### config.mk
export PLATFORM = sky130hd
export DESIGN_NAME = counter_sequencer
export DESIGN_NICKNAME = d
export VERILOG_FILES = /design/src/rtl/counter_sequencer_pkg.sv /design/src/rtl/key_debounce.sv /design/src/rtl/counter_sequencer.sv
export SDC_FILE = /design/constraint.sdc
export NUM_CORES = 1
export LEC_CHECK = 0
export BUFFER_PORTS_ARGS = -buffer_cell sky130_fd_sc_hd__clkbuf_2
export CORE_ASPECT_RATIO = 0.8
export CORE_MARGIN = 2
export CORE_UTILIZATION = 50
export CTS_CLUSTER_DIAMETER = 100
export DETAILED_ROUTE_END_ITERATION = 10
export PLACE_DENSITY = 0.8
export RECOVER_POWER = 50
export SLEW_MARGIN = 20
export SYNTH_ARGS = -nofsm -noshare
export SYNTH_HDL_FRONTEND = slang
export SYNTH_SLANG_ARGS = --single-unit
### constraint.sdc
create_clock -name clock_5 -period 2.2 [get_ports clock_5]
set_input_delay 0.11 -clock clock_5 [delete_from_list [all_inputs] [get_ports clock_5]]
set_output_delay 0.11 -clock clock_5 [all_outputs]
set_load 0.02 [all_outputs]
### src/rtl/counter_sequencer_pkg.sv
// Shared encodings for the counter sequencer: run modes and counter direction.
package counter_sequencer_pkg;

    typedef enum logic [1:0] {
        MODE_STOP     = 2'd0,
        MODE_UP       = 2'd1,
        MODE_DOWN     = 2'd2,
        MODE_PINGPONG = 2'd3
    } mode_t;

    localparam logic DIR_UP   = 1'b1;
    localparam logic DIR_DOWN = 1'b0;

    function automatic mode_t next_mode(input mode_t current);
        case (current)
            MODE_STOP:     next_mode = MODE_UP;
            MODE_UP:       next_mode = MODE_DOWN;
            MODE_DOWN:     next_mode = MODE_PINGPONG;
            default:       next_mode = MODE_STOP;
        endcase
    endfunction

endpackage

### src/rtl/key_debounce.sv
// Synchronises and debounces an active-low push-button; emits a one-cycle
// press pulse when the debounced level falls.
module key_debounce #(
    parameter int DEBOUNCE_CYCLES = 250000
) (
    input  logic clock_5,
    input  logic reset,
    input  logic key,
    output logic press
);

    localparam int CNT_W = (DEBOUNCE_CYCLES > 1) ? $clog2(DEBOUNCE_CYCLES) : 1;
    localparam logic [CNT_W-1:0] CNT_LAST = CNT_W'(DEBOUNCE_CYCLES - 1);

    logic             sync_1;
    logic             sync_2;
    logic             key_state;
    logic [CNT_W-1:0] stable_cnt;

    always_ff @(posedge clock_5 or posedge reset) begin
        if (reset) begin
            sync_1 <= 1'b1;
            sync_2 <= 1'b1;
        end else begin
            sync_1 <= key;
            sync_2 <= sync_1;
        end
    end

    // A new level is accepted only after DEBOUNCE_CYCLES consecutive differing samples.
    always_ff @(posedge clock_5 or posedge reset) begin
        if (reset) begin
            key_state  <= 1'b1;
            stable_cnt <= '0;
            press      <= 1'b0;
        end else begin
            press <= 1'b0;
            if (sync_2 == key_state) begin
                stable_cnt <= '0;
            end else if (stable_cnt == CNT_LAST) begin
                key_state  <= sync_2;
                stable_cnt <= '0;
                press      <= ~sync_2;
            end else begin
                stable_cnt <= stable_cnt + 1'b1;
            end
        end
    end

endmodule

### src/rtl/counter_sequencer.sv
// Control block for the 8-bit up/down counter: key-driven mode FSM,
// registered tick gating and ping-pong turnaround at the configured limits.
module counter_sequencer
    import counter_sequencer_pkg::*;
#(
    parameter int         DEBOUNCE_CYCLES = 250000,
    parameter logic [7:0] LOW_LIMIT       = 8'd0,
    parameter logic [7:0] HIGH_LIMIT      = 8'd255
) (
    input  logic       clock_5,
    input  logic       reset,
    input  logic       key1,
    input  logic       tick,
    input  logic [7:0] count_in,
    output logic       up_down,
    output logic       enable_out,
    output logic [1:0] mode
);

    mode_t mode_q;
    mode_t mode_d;
    logic  dir_q;
    logic  dir_d;
    logic  enable_q;
    logic  enable_d;
    logic  press;

    key_debounce #(
        .DEBOUNCE_CYCLES(DEBOUNCE_CYCLES)
    ) u_key1_debounce (
        .clock_5(clock_5),
        .reset  (reset),
        .key    (key1),
        .press  (press)
    );

    always_ff @(posedge clock_5 or posedge reset) begin
        if (reset) begin
            mode_q   <= MODE_STOP;
            dir_q    <= DIR_UP;
            enable_q <= 1'b0;
        end else begin
            mode_q   <= mode_d;
            dir_q    <= dir_d;
            enable_q <= enable_d;
        end
    end

    // The tick is judged under the current mode; a simultaneous press then
    // switches mode, and a mode entry's direction takes precedence.
    always_comb begin
        mode_d   = mode_q;
        dir_d    = dir_q;
        enable_d = 1'b0;

        if (tick) begin
            case (mode_q)
                MODE_UP: begin
                    enable_d = 1'b1;
                    dir_d    = DIR_UP;
                end
                MODE_DOWN: begin
                    enable_d = 1'b1;
                    dir_d    = DIR_DOWN;
                end
                MODE_PINGPONG: begin
                    enable_d = 1'b1;
                    if (dir_q == DIR_UP && count_in >= HIGH_LIMIT) begin
                        dir_d = DIR_DOWN;
                    end else if (dir_q == DIR_DOWN && count_in <= LOW_LIMIT) begin
                        dir_d = DIR_UP;
                    end
                end
                default: enable_d = 1'b0;
            endcase
        end

        if (press) begin
            mode_d = next_mode(mode_q);
            case (mode_d)
                MODE_UP, MODE_PINGPONG: dir_d = DIR_UP;
                MODE_DOWN:              dir_d = DIR_DOWN;
                default:                dir_d = dir_d;
            endcase
        end
    end

    assign mode       = mode_q;
    assign up_down    = dir_q;
    assign enable_out = enable_q;

endmodule

==> impl_summary.md <==
Route
The first routing iteration left 27 violations. The routed length on met2 is between 1000 and 1500 um. Dividing the detail-routed via count by the number of cells gives 5.473.

The average detailed-routed wire length per instance is 13.52 um. The residual antenna-violating net count after detailed routing is 0. Detailed routing inserted a total of ~1000 vias. The first TritonRoute pass finished after 4 iterations. The detailed router put a total of between 1000 and 1500 um of wire on met1. The length of routed met3 wiring is 116 um.

The total wirelength of the detailed-routed design is around 2500 um. For this run, design rule violations remaining after detail routing come to 0. The highest metal layer carrying signal wires in the routed design is met4.

Yosys
Synthesis handed over a netlist of between 100 and 150 instances. In this run the cell area of the synthesized design comes to 1355 um2. The number of nets in the synthesized netlist is 144. The synthesis-stage register bit count is 26.

A synthesized cell averages 10.84 um2. The number of flops mapped to enable cells by yosys is 0. The sequential-to-total area share from yosys stat is 48.38%.

The Yosys step of the flow raised 0 warnings. Of all flip-flops after synthesis, the portion carrying an async set or reset was between 90% and 100%. The dominant register cell in the synthesized netlist is sky130_fd_sc_hd__dfrtp_1. The count of cell types in the netlist is 35.

Cells and area
0 antenna diodes ended up in the layout. The footprint of the multi-input gates is between 600 and 700 um2. After the last flow step, the layout net total stands at around 170. The proportion of layout cells with a drive suffix above 1 is between 10% and 20%.

The final instance count without filler cells is around 180. Summing all flip-flop and latch instances after layout gives roughly 660 um2. The growth of design area from synthesis to finish is 14.03%. Fill cells in the final layout number ~210.

GRT
The via count of the first global-routing pass is 962. The total grt overflow is 0. The number of antenna violations at the first check in global routing is 0. The first-pass GRT wire length is approximately 4300 um. The largest net degree at the start of global routing is 27.

Global routing used between 15 and 20% of the available tracks.

STA
The actual transition at the worst max-transition pin is ~0.91 ns. The number of hold-slack violations in the final timing report was 0. The final critical path takes up slightly above 80% of the cycle. The aggregate negative setup slack is 0 ns. The number of max-slew violations in the final report is 0. The worst pin sits at a relative slew slack of between 30% and 40%. The worst-case clock skew is ~0.0047 ns. Setup violations remaining at the end of the flow were counted as 0. The maximum clock frequency is 553.7 MHz. Setup repair after global routing left no endpoint under its margin. The final critical path time including I/O delays and setup is between 1.5 and 2 ns.

Power
The analysis attributes to cell leakage a power of 0.6413 nW. The power per unit of standard cell area is about 550 nW/um2. VDD sags by at most between 0.5 and 0.6 mV.

Hold path
The worst hold path class is in2reg. In this run the most critical hold path is launched from tick.

Clock network
The post-CTS setup buffer count is 0. The post-cts resize count is 0. The number of hold-repair buffers added at the cts stage is 2. CTS saw 26 sinks. The latest clock arrival within the worst-skew pair is around 0.32 ns. The number of clock buffers inserted by TritonCTS is 3. TritonCTS built the clock tree. In this run the clock root is driven by a sky130_fd_sc_hd__clkbuf_4. CTS built an H-tree with a depth of 1. The maximum clock path buffer count is 2.

Clock-pin slew was measured on the worst setup and hold paths at approximately 0.14 ns.

Flow run
Across the run, the number of max-cap violations was 0.

Floorplan
The initial utilization of the core area, before any placement, comes to a little over half. The vertical die dimension is ~51 um. In this run the core area contains 16 standard-cell rows. 16 I/O pins were placed. The chip width is about 62 um.

The die covers between 3000 and 4000 um2. The core region is 2502 um2.

Setup path
The required time of the critical path is between 2 and 2.5 ns. The highest net fanout along the worst path is 12. STA puts the critical path data arrival time at between 2 and 2.5 ns.

The worst setup path is launched from a flip-flop. The path type of the worst setup path is reg2reg. The startpoint of the lowest-slack register-to-register path is u_key1_debounce.stable_cnt[0]. The worst setup path is captured at a flip-flop.

In this run the worst setup path begins at u_key1_debounce.stable_cnt[0].

Placed design
After legalization and detailed placement, the total HPWL measured about 1900 um. The number of instances in the placed design is around 180. The number of input and output port buffers inserted is 15. The congestion estimate from routability-driven global placement came to ~0.84.

Run status
The flow ran to the end, and the final reports show no timing, DRC or antenna violations.
[cells by family (layout without fill, tap and decap cells)]
logic type / after synthesis / in the layout / synth area share [%]
XOR/XNOR: 16 / 16 / 10.34
buffers and inverters: 7 / 28 / 2.031
flip-flops: 26 / 26 / 48.38
multiplexers: 3 / 3 / 2.585
AO/OA/AOI/OAI: 8 / 8 / 5.725
adder cells (fa/ha/maj): 7 / 7 / 6.463
AND/OR/NAND/NOR: 58 / 58 / 24.47
[power by group]
part	switching [W]	internal (W)	leakage [nW]
Clock	0.000141	0.000184	0.0279
Sequential	0.00000601	0.000486	0.347
Combinational	0.0000222	0.0000177	0.267
Total	0.000169	0.000688	0.641
[final timing paths]
kind,end,slack [ns],depth (start not counted)
max,u_key1_debounce.stable_cnt[10],0.39,5
min,enable_out,0.06,2
max reg2reg,u_key1_debounce.stable_cnt[10],0.39,5
min reg2reg,u_key1_debounce.sync_2,0.37,0
max in group asynchronous,u_key1_debounce.stable_cnt[1],1.15,3
min in group asynchronous,mode[1],0.49,3
[area by class of cell]
class,instances,area share [%]
timing repair buffer,18,6.316
clock buffer,3,1.457
sequential,26,42.43
multi-input combinational,92,43.48
clock inverter,1,1.943
inverter,6,1.457
tap,36,2.915
[worst max-delay path, stage by stage (launching register included)]
cell,delay [ns]
sky130_fd_sc_hd__dfrtp_1,0.41
sky130_fd_sc_hd__ha_1,0.21
sky130_fd_sc_hd__nand3_2,0.21
sky130_fd_sc_hd__o41ai_4,0.53
sky130_fd_sc_hd__buf_4,0.27
sky130_fd_sc_hd__nor2_1,0.08
[per-layer routing]
layer	up-vias	GRT usage, %
met5	-	0
met3	9	4.260
met2	24	28.26
li1	487	-
met1	476	23.15
met4	0	5.556
[metrics by stage]
stage | power (W) | area (um2) | util, % | setup slack, ns | hold WS, ns
CTS | 0.0008659 | 1550 | 61.95 | 0.3866 | 0.05064
global route | 0.0008926 | 1545 | 61.75 | 0.2547 | 0.04427
floorplan | 0.0005204 | 1355 | - | 0.5071 | 0.1145
global placement | 0.0005363 | 1478 | 59.05 | 0.4754 | 0.1999
detailed placement | 0.0005387 | 1478 | 59.05 | 0.4134 | 0.2000
finish | 0.0008568 | 1545 | 61.75 | 0.3940 | 0.05557
[sequential cells by signal, indices dropped and copies added (netlist names)]
| register | flops |
|---|---|
| mode | 2 |
| u_key1_debounce.press | 1 |
| u_key1_debounce.sync_1 | 1 |
| u_key1_debounce.stable_cnt | 18 |
| u_key1_debounce.sync_2 | 1 |
| enable_out | 1 |
| u_key1_debounce.key_state | 1 |
| up_down | 1 |
[cell usage in the layout, fill, tap and decap left out, drive strengths merged, types with 2 or more instances in the layout]
cell type	count
xnor2	14
nand4	6
dfstp	4
nand3	7
clkbuf	18
nor2	18
xor2	2
nor3	5
dfrtp	22
dlygate4sd3	2
or4	2
nor4	8
mux2i	2
inv	6
nand2	5
ha	7
[cell usage after synthesis (2+ instances only)]
| library cell | count | share of area (%) |
|---|---|---|
| sky130_fd_sc_hd__xnor2_1 | 14 | 9.0 |
| sky130_fd_sc_hd__dfrtp_1 | 22 | 41 |
| sky130_fd_sc_hd__nand2_1 | 4 | 1.1 |
| sky130_fd_sc_hd__nor3_1 | 5 | 1.8 |
| sky130_fd_sc_hd__xor2_1 | 2 | 1.3 |
| sky130_fd_sc_hd__mux2i_1 | 2 | 1.5 |
| sky130_fd_sc_hd__nand4_1 | 5 | 2.3 |
| sky130_fd_sc_hd__ha_1 | 7 | 6.5 |
| sky130_fd_sc_hd__nor4_1 | 8 | 3.7 |
| sky130_fd_sc_hd__inv_1 | 6 | 1.7 |
| sky130_fd_sc_hd__nor2_1 | 18 | 5.0 |
| sky130_fd_sc_hd__nand3_1 | 6 | 2.2 |
| sky130_fd_sc_hd__dfstp_2 | 4 | 7.8 |
(Power assumes the default switching activity.)
